===== config.mk =====
export PLATFORM = sky130hd
export DESIGN_NAME = echo_delay_ctrl
export DESIGN_NICKNAME = d
export VERILOG_FILES = /design/src/rtl/echo_delay_ctrl.sv
export SDC_FILE = /design/constraint.sdc
export NUM_CORES = 1
export LEC_CHECK = 0
export CELL_PAD_IN_SITES_DETAIL_PLACEMENT = 1
export CELL_PAD_IN_SITES_GLOBAL_PLACEMENT = 1
export CORE_UTILIZATION = 34
export CTS_CLUSTER_SIZE = 14
export DETAILED_ROUTE_END_ITERATION = 8
export PLACE_DENSITY = 0.81
export SLEW_MARGIN = 20
export SYNTH_ARGS = -nofsm -noshare
export SYNTH_HDL_FRONTEND = slang
export SYNTH_SLANG_ARGS = --single-unit

===== constraint.sdc =====
create_clock -name clk -period 3.9 [get_ports clk]
set_input_delay 1.17 -clock clk [delete_from_list [all_inputs] [get_ports clk]]
set_output_delay 1.17 -clock clk [all_outputs]
set_load 0.02 [all_outputs]

===== src/rtl/echo_delay_ctrl.sv =====
// rtl/echo_delay_ctrl.sv - echo delay line controller driving an external sample FIFO
// The FIFO holds exactly `target` samples in RUN, so every read returns the sample written target inputs ago.
module echo_delay_ctrl #(
  parameter int DW = 16,
  parameter int AW = 13
) (
  input  logic          clk,
  input  logic          reset,
  input  logic          enable,
  input  logic          in_valid,
  input  logic [DW-1:0] in_data,
  input  logic [AW-1:0] delay_num,
  input  logic          delay_load,
  output logic          fifo_wr_en,
  output logic [DW-1:0] fifo_wr_data,
  output logic          fifo_rd_en,
  output logic          fifo_flush,
  input  logic [DW-1:0] fifo_q,
  input  logic          fifo_empty,
  input  logic          fifo_full,
  output logic          out_valid,
  output logic [DW-1:0] out_data,
  output logic [1:0]    state,
  output logic          overflow,
  output logic          underrun
);

  typedef enum logic [1:0] {
    S_IDLE  = 2'd0,
    S_FLUSH = 2'd1,
    S_FILL  = 2'd2,
    S_RUN   = 2'd3
  } state_t;

  state_t        state_q, state_d;
  logic [AW-1:0] fill_q, fill_d;
  logic [AW-1:0] target_q, target_d;
  logic          ovf_q, ovf_d;
  logic          und_q, und_d;
  logic          pend_q, pend_d;
  logic          src_q, src_d;
  logic [DW-1:0] hold_q, hold_d;

  logic          wr_c, rd_c, flush_c, sample_c;
  logic [AW-1:0] fill_inc;
  logic [DW-1:0] out_data_c;

  assign sample_c = in_valid && enable;
  assign fill_inc = fill_q + {{(AW-1){1'b0}}, 1'b1};

  always_comb begin
    state_d  = state_q;
    fill_d   = fill_q;
    target_d = target_q;
    ovf_d    = ovf_q;
    und_d    = und_q;
    pend_d   = 1'b0;
    src_d    = 1'b0;
    wr_c     = 1'b0;
    rd_c     = 1'b0;
    flush_c  = 1'b0;
    case (state_q)
      S_IDLE: begin
        if (enable) state_d = S_FLUSH;
      end
      S_FLUSH: begin
        flush_c  = 1'b1;
        fill_d   = '0;
        target_d = (delay_num == '0) ? {{(AW-1){1'b0}}, 1'b1} : delay_num;
        ovf_d    = 1'b0;
        und_d    = 1'b0;
        state_d  = S_FILL;
      end
      S_FILL: begin
        // Priming phase: every accepted sample is echoed as silence.
        if (sample_c) begin
          pend_d = 1'b1;
          fill_d = fill_inc;
          if (fifo_full) ovf_d = 1'b1;
          else           wr_c  = 1'b1;
          if (fill_inc == target_q) state_d = S_RUN;
        end
        if (delay_load) state_d = S_FLUSH;
      end
      S_RUN: begin
        if (sample_c) begin
          pend_d = 1'b1;
          if (fifo_full) ovf_d = 1'b1;
          else           wr_c  = 1'b1;
          if (fifo_empty) und_d = 1'b1;
          else begin
            rd_c  = 1'b1;
            src_d = 1'b1;
          end
        end
        if (delay_load) state_d = S_FLUSH;
      end
      default: state_d = S_IDLE;
    endcase
    if (!enable) state_d = S_IDLE;
  end

  // fifo_q is only valid the cycle after the read, so the output is muxed live and held afterwards.
  assign out_data_c = pend_q ? (src_q ? fifo_q : '0) : hold_q;
  assign hold_d     = out_data_c;

  always_ff @(posedge clk) begin
    if (reset) begin
      state_q  <= S_IDLE;
      fill_q   <= '0;
      target_q <= '0;
      ovf_q    <= 1'b0;
      und_q    <= 1'b0;
      pend_q   <= 1'b0;
      src_q    <= 1'b0;
      hold_q   <= '0;
    end else begin
      state_q  <= state_d;
      fill_q   <= fill_d;
      target_q <= target_d;
      ovf_q    <= ovf_d;
      und_q    <= und_d;
      pend_q   <= pend_d;
      src_q    <= src_d;
      hold_q   <= hold_d;
    end
  end

  assign fifo_wr_en   = wr_c && !reset;
  assign fifo_wr_data = reset ? '0 : in_data;
  assign fifo_rd_en   = rd_c && !reset;
  assign fifo_flush   = flush_c && !reset;
  assign out_valid    = pend_q && !reset;
  assign out_data     = reset ? '0 : out_data_c;
  assign state        = reset ? 2'd0 : state_q;
  assign overflow     = ovf_q && !reset;
  assign underrun     = und_q && !reset;

endmodule

==> out/metrics.yaml <==
place:
  hpwl_um: 6400
  gp_routability_congestion: 0.881
  buffer_ports.inserted: 91
  preCtsSetupSlack_ns: -0.0176
clocking:
  ctsHtreeMaxLevel: 2
  cts.sinks: 48
  cts_inserted_buffers: 5
  clockRootBuffer: "sky130_fd_sc_hd__clkbuf_8"
  clk_transition_reported_paths_ns: 0.10
  clk-insertion-delay-late_ns: 0.31
  ctsLongestPathBuffers: 2
  cts_tree: "yes"
  number_of_setup_buffers_added_after_cts: 0
pwr:
  power.ir.vdd_worst_uv: 134
  power.sequential.fraction_pct: 48.2
  p_clk_share_pct: 36.8
  powerDensity_mw_per_mm2: 279
  p_leak_nw: 1.38
  power.share.switching_pct: 24.1
  p_int_w: 0.000796
  total_net_switching_power_w: 0.000253
  comb_power_share_pct: 15.0
yosys:
  ys_types: 49
  synth_cells: 324
  synthDominantAreaCellType: "sky130_fd_sc_hd__dfxtp_1"
  mappedNetlistArea_mm2: 0.00257
  synth.yosys.warnings: 0
  synthTopCellsByArea: "sky130_fd_sc_hd__dfxtp_1, sky130_fd_sc_hd__nor2b_1, sky130_fd_sc_hd__nor2_1, sky130_fd_sc_hd__a21oi_1, sky130_fd_sc_hd__mux2i_1"
  synth_top_area_share_pct: 37.4
  synth_sequential_area_ratio_pct: 37.4
  synth_enable_flop_cells: 0
  synth_flop_type: "sky130_fd_sc_hd__dfxtp_1"
  synthesis.nets: 382
  yosys_register_bits: 48
  average_footprint_of_a_synthesized_cell_um2: 7.94
  asyncSetResetFlopFracSynth_pct: 0
global_routing:
  grt_antenna_before_repair: 0
  global_route.usage.total_pct: 21.5
  global_route_wire_length_before_repair_um: 13000
  grt_start_max_net_pins: 20
  via_count_of_the_first_global_routing_pass: 2718
  grt_overflow: 0
floorplan:
  die_height_um: 89.0
  design.die.area_mm2: 0.00792
  initial_core_util_pct: 35.3
  standard_cell_rows: 31
  top_level_port_count: 92
  placeableCoreArea_mm2: 0.00729
  die_x_um: 89.0
timing:
  grt_setup_unrepaired: "false"
  maxSlewHeadroom_pct: 63.6
  fin_crit_ns: 3.71
  drv_slew: 0
  worst_slew_pin_slew_ns: 0.547
  maxClockFrequency_mhz: 270
  setup_total_negative_slack_ns: 0
  setup-violations-final: 0
  period_share_pct: 95.0
  finalHoldViolations: 0
  clock-skew-final_ns: 0.00770
  postLayoutSetupSlackWorst_ns: 0.194
critical_path:
  r2r_end: "state_q[0]"
  rrSetupSlack_ns: 1.33
  path_class: "input pin to primary output"
  worst_setup_path_startpoint: "fifo_q[14]"
  ff2ff_path_depth: 8
  cp.arrival_ns: 2.54
  critical_path.endpoint: "out_data[14]"
  crit_required_ns: 2.73
  endpoint_kind: "primary output"
  worstSetupStartpointType: "input pin"
  path_max_fanout: 2
  source_of_the_worst_register_to_register_timing_path: "fill_q[0]"
routing:
  dr.pass1.iters: 4
  vias: 2690
  detail_route.iter0.violations: 57
  detail_route.wirelength_um: 8400
  route.detailed.wl_per_inst_um: 16.2
  drc: 0
  vias_per_cell: 5.19
  antenna_left: 0
final_layout:
  drive_gt1_share_pct: 7.40
  sequential_standard_cell_area_um2: 961
  finish.utilization_pct: 51.5
  area_growth_pct: 46.1
  layout.filler_cells: 910
  num_antenna_cells: 0
  final_net_count: 476
  mostFrequentLayoutCell: "sky130_fd_sc_hd__clkdlybuf4s50_1"
  footprint_of_the_multi_input_gates_mm2: 0.00151
  most-common-layout-cells: "sky130_fd_sc_hd__clkdlybuf4s50_1, sky130_fd_sc_hd__nor2_1, sky130_fd_sc_hd__dfxtp_1, sky130_fd_sc_hd__nor2b_1, sky130_fd_sc_hd__a21oi_1"
job:
  maxCapViolCount: 0
hold_path:
  hold_class: "flip-flop to flip-flop"
status:
  outcome: "complete, no violations"
cell type report:
class	instances	area share, %
clock buffer	6	2.20
clock inverter	2	1.03
inverter	7	0.699
multi-input combinational	251	40.3
sequential	48	25.6
tap	99	3.30
timing repair buffer	105	26.9
kinds of logic (layout without fill, tap and decap cells):
kind of cell             after synthesis  count (layout)  share of synthesized area, %
XOR/XNOR                              12              12                          4.09
flip-flops                            48              48                          37.4
AND/OR/NAND/NOR                      153             153                          30.6
adder cells (fa/ha/maj)                6               6                          2.92
AO/OA/AOI/OAI                         68              68                          16.5
buffers and inverters                 25             120                          3.84
multiplexers                          12              12                          4.67
registers in the layout (all words and copies together) (netlist names):
signal,cells
fill_q,13
state_q,2
und_q,1
src_q,1
target_q,13
hold_q,16
pend_q,1
ovf_q,1
synth_stat cells, types with 2 or more instances:
master,count
sky130_fd_sc_hd__nor4_2,2
sky130_fd_sc_hd__nor3_1,7
sky130_fd_sc_hd__nor4b_1,2
sky130_fd_sc_hd__ha_1,6
sky130_fd_sc_hd__nand3_1,9
sky130_fd_sc_hd__nor4_1,4
sky130_fd_sc_hd__xnor2_1,6
sky130_fd_sc_hd__or3_1,3
sky130_fd_sc_hd__clkbuf_1,15
sky130_fd_sc_hd__nor2_1,55
sky130_fd_sc_hd__o2bb2ai_1,2
sky130_fd_sc_hd__a311oi_1,2
sky130_fd_sc_hd__xor2_1,6
sky130_fd_sc_hd__a211oi_1,3
sky130_fd_sc_hd__mux2i_1,12
sky130_fd_sc_hd__nand2_1,21
sky130_fd_sc_hd__nand2b_1,3
sky130_fd_sc_hd__nor2b_1,35
sky130_fd_sc_hd__a21oi_1,31
sky130_fd_sc_hd__a22oi_1,2
sky130_fd_sc_hd__and2_1,2
sky130_fd_sc_hd__o2111ai_1,2
sky130_fd_sc_hd__or2_2,3
sky130_fd_sc_hd__inv_1,7
sky130_fd_sc_hd__o21ai_0,13
sky130_fd_sc_hd__dfxtp_1,48
power groups by stage:
stage / logic [W] / clock network (W) / registers, W
finish: 0.000158 / 0.000386 / 0.000505
global route: 0.000170 / 0.000417 / 0.000506
CTS: 0.000158 / 0.000398 / 0.000505
detailed placement: 0.000157 / 0 / 0.000517
global placement: 0.000153 / 0 / 0.000516
floorplan: 0.0000636 / 0 / 0.000514
metal layers:
metal  up-vias  wire length (µm)  GRT usage [%]
li1       1304                 -              -
met1      1292              3640           25.6
met2        81              4240           39.0
met3        13               370           4.06
met4         0               150           7.22
met5         -                 0              0
worst max-delay path, cell delays in order:
cell and delay, ns:
sky130_fd_sc_hd__clkdlybuf4s50_1 0.46, sky130_fd_sc_hd__nand3_1 0.07, sky130_fd_sc_hd__a21oi_1 0.20, sky130_fd_sc_hd__clkdlybuf4s50_1 0.64
worst min path at each step:
stage               start          to  cells past startpoint
3_5_place_dp        und_q       und_q                      2
4_1_cts        hold_q[14]  hold_q[14]                      2
5_1_grt        hold_q[14]  hold_q[14]                      2
3_3_place_gp        und_q       und_q                      2
2_1_floorplan       und_q       und_q                      2
6_report       hold_q[14]  hold_q[14]                      2
through the flow:
stage	cells	power, W	hold WS (ns)	instance area, µm²
after floorplan	324	0.000577	0.449	2570
after global placement	510	0.000668	0.461	3630
after detailed placement	510	0.000674	0.482	3630
after CTS	518	0.00106	0.498	3750
after global routing	518	0.00109	0.516	3760
final	518	0.00105	0.491	3760
repair_timing:
item | in CTS | in global routing
resized for setup | 1 | 1
setup endpoints to repair | 1 | 1
hold buffers | 0 | 0
(Power assumes the default switching activity.)
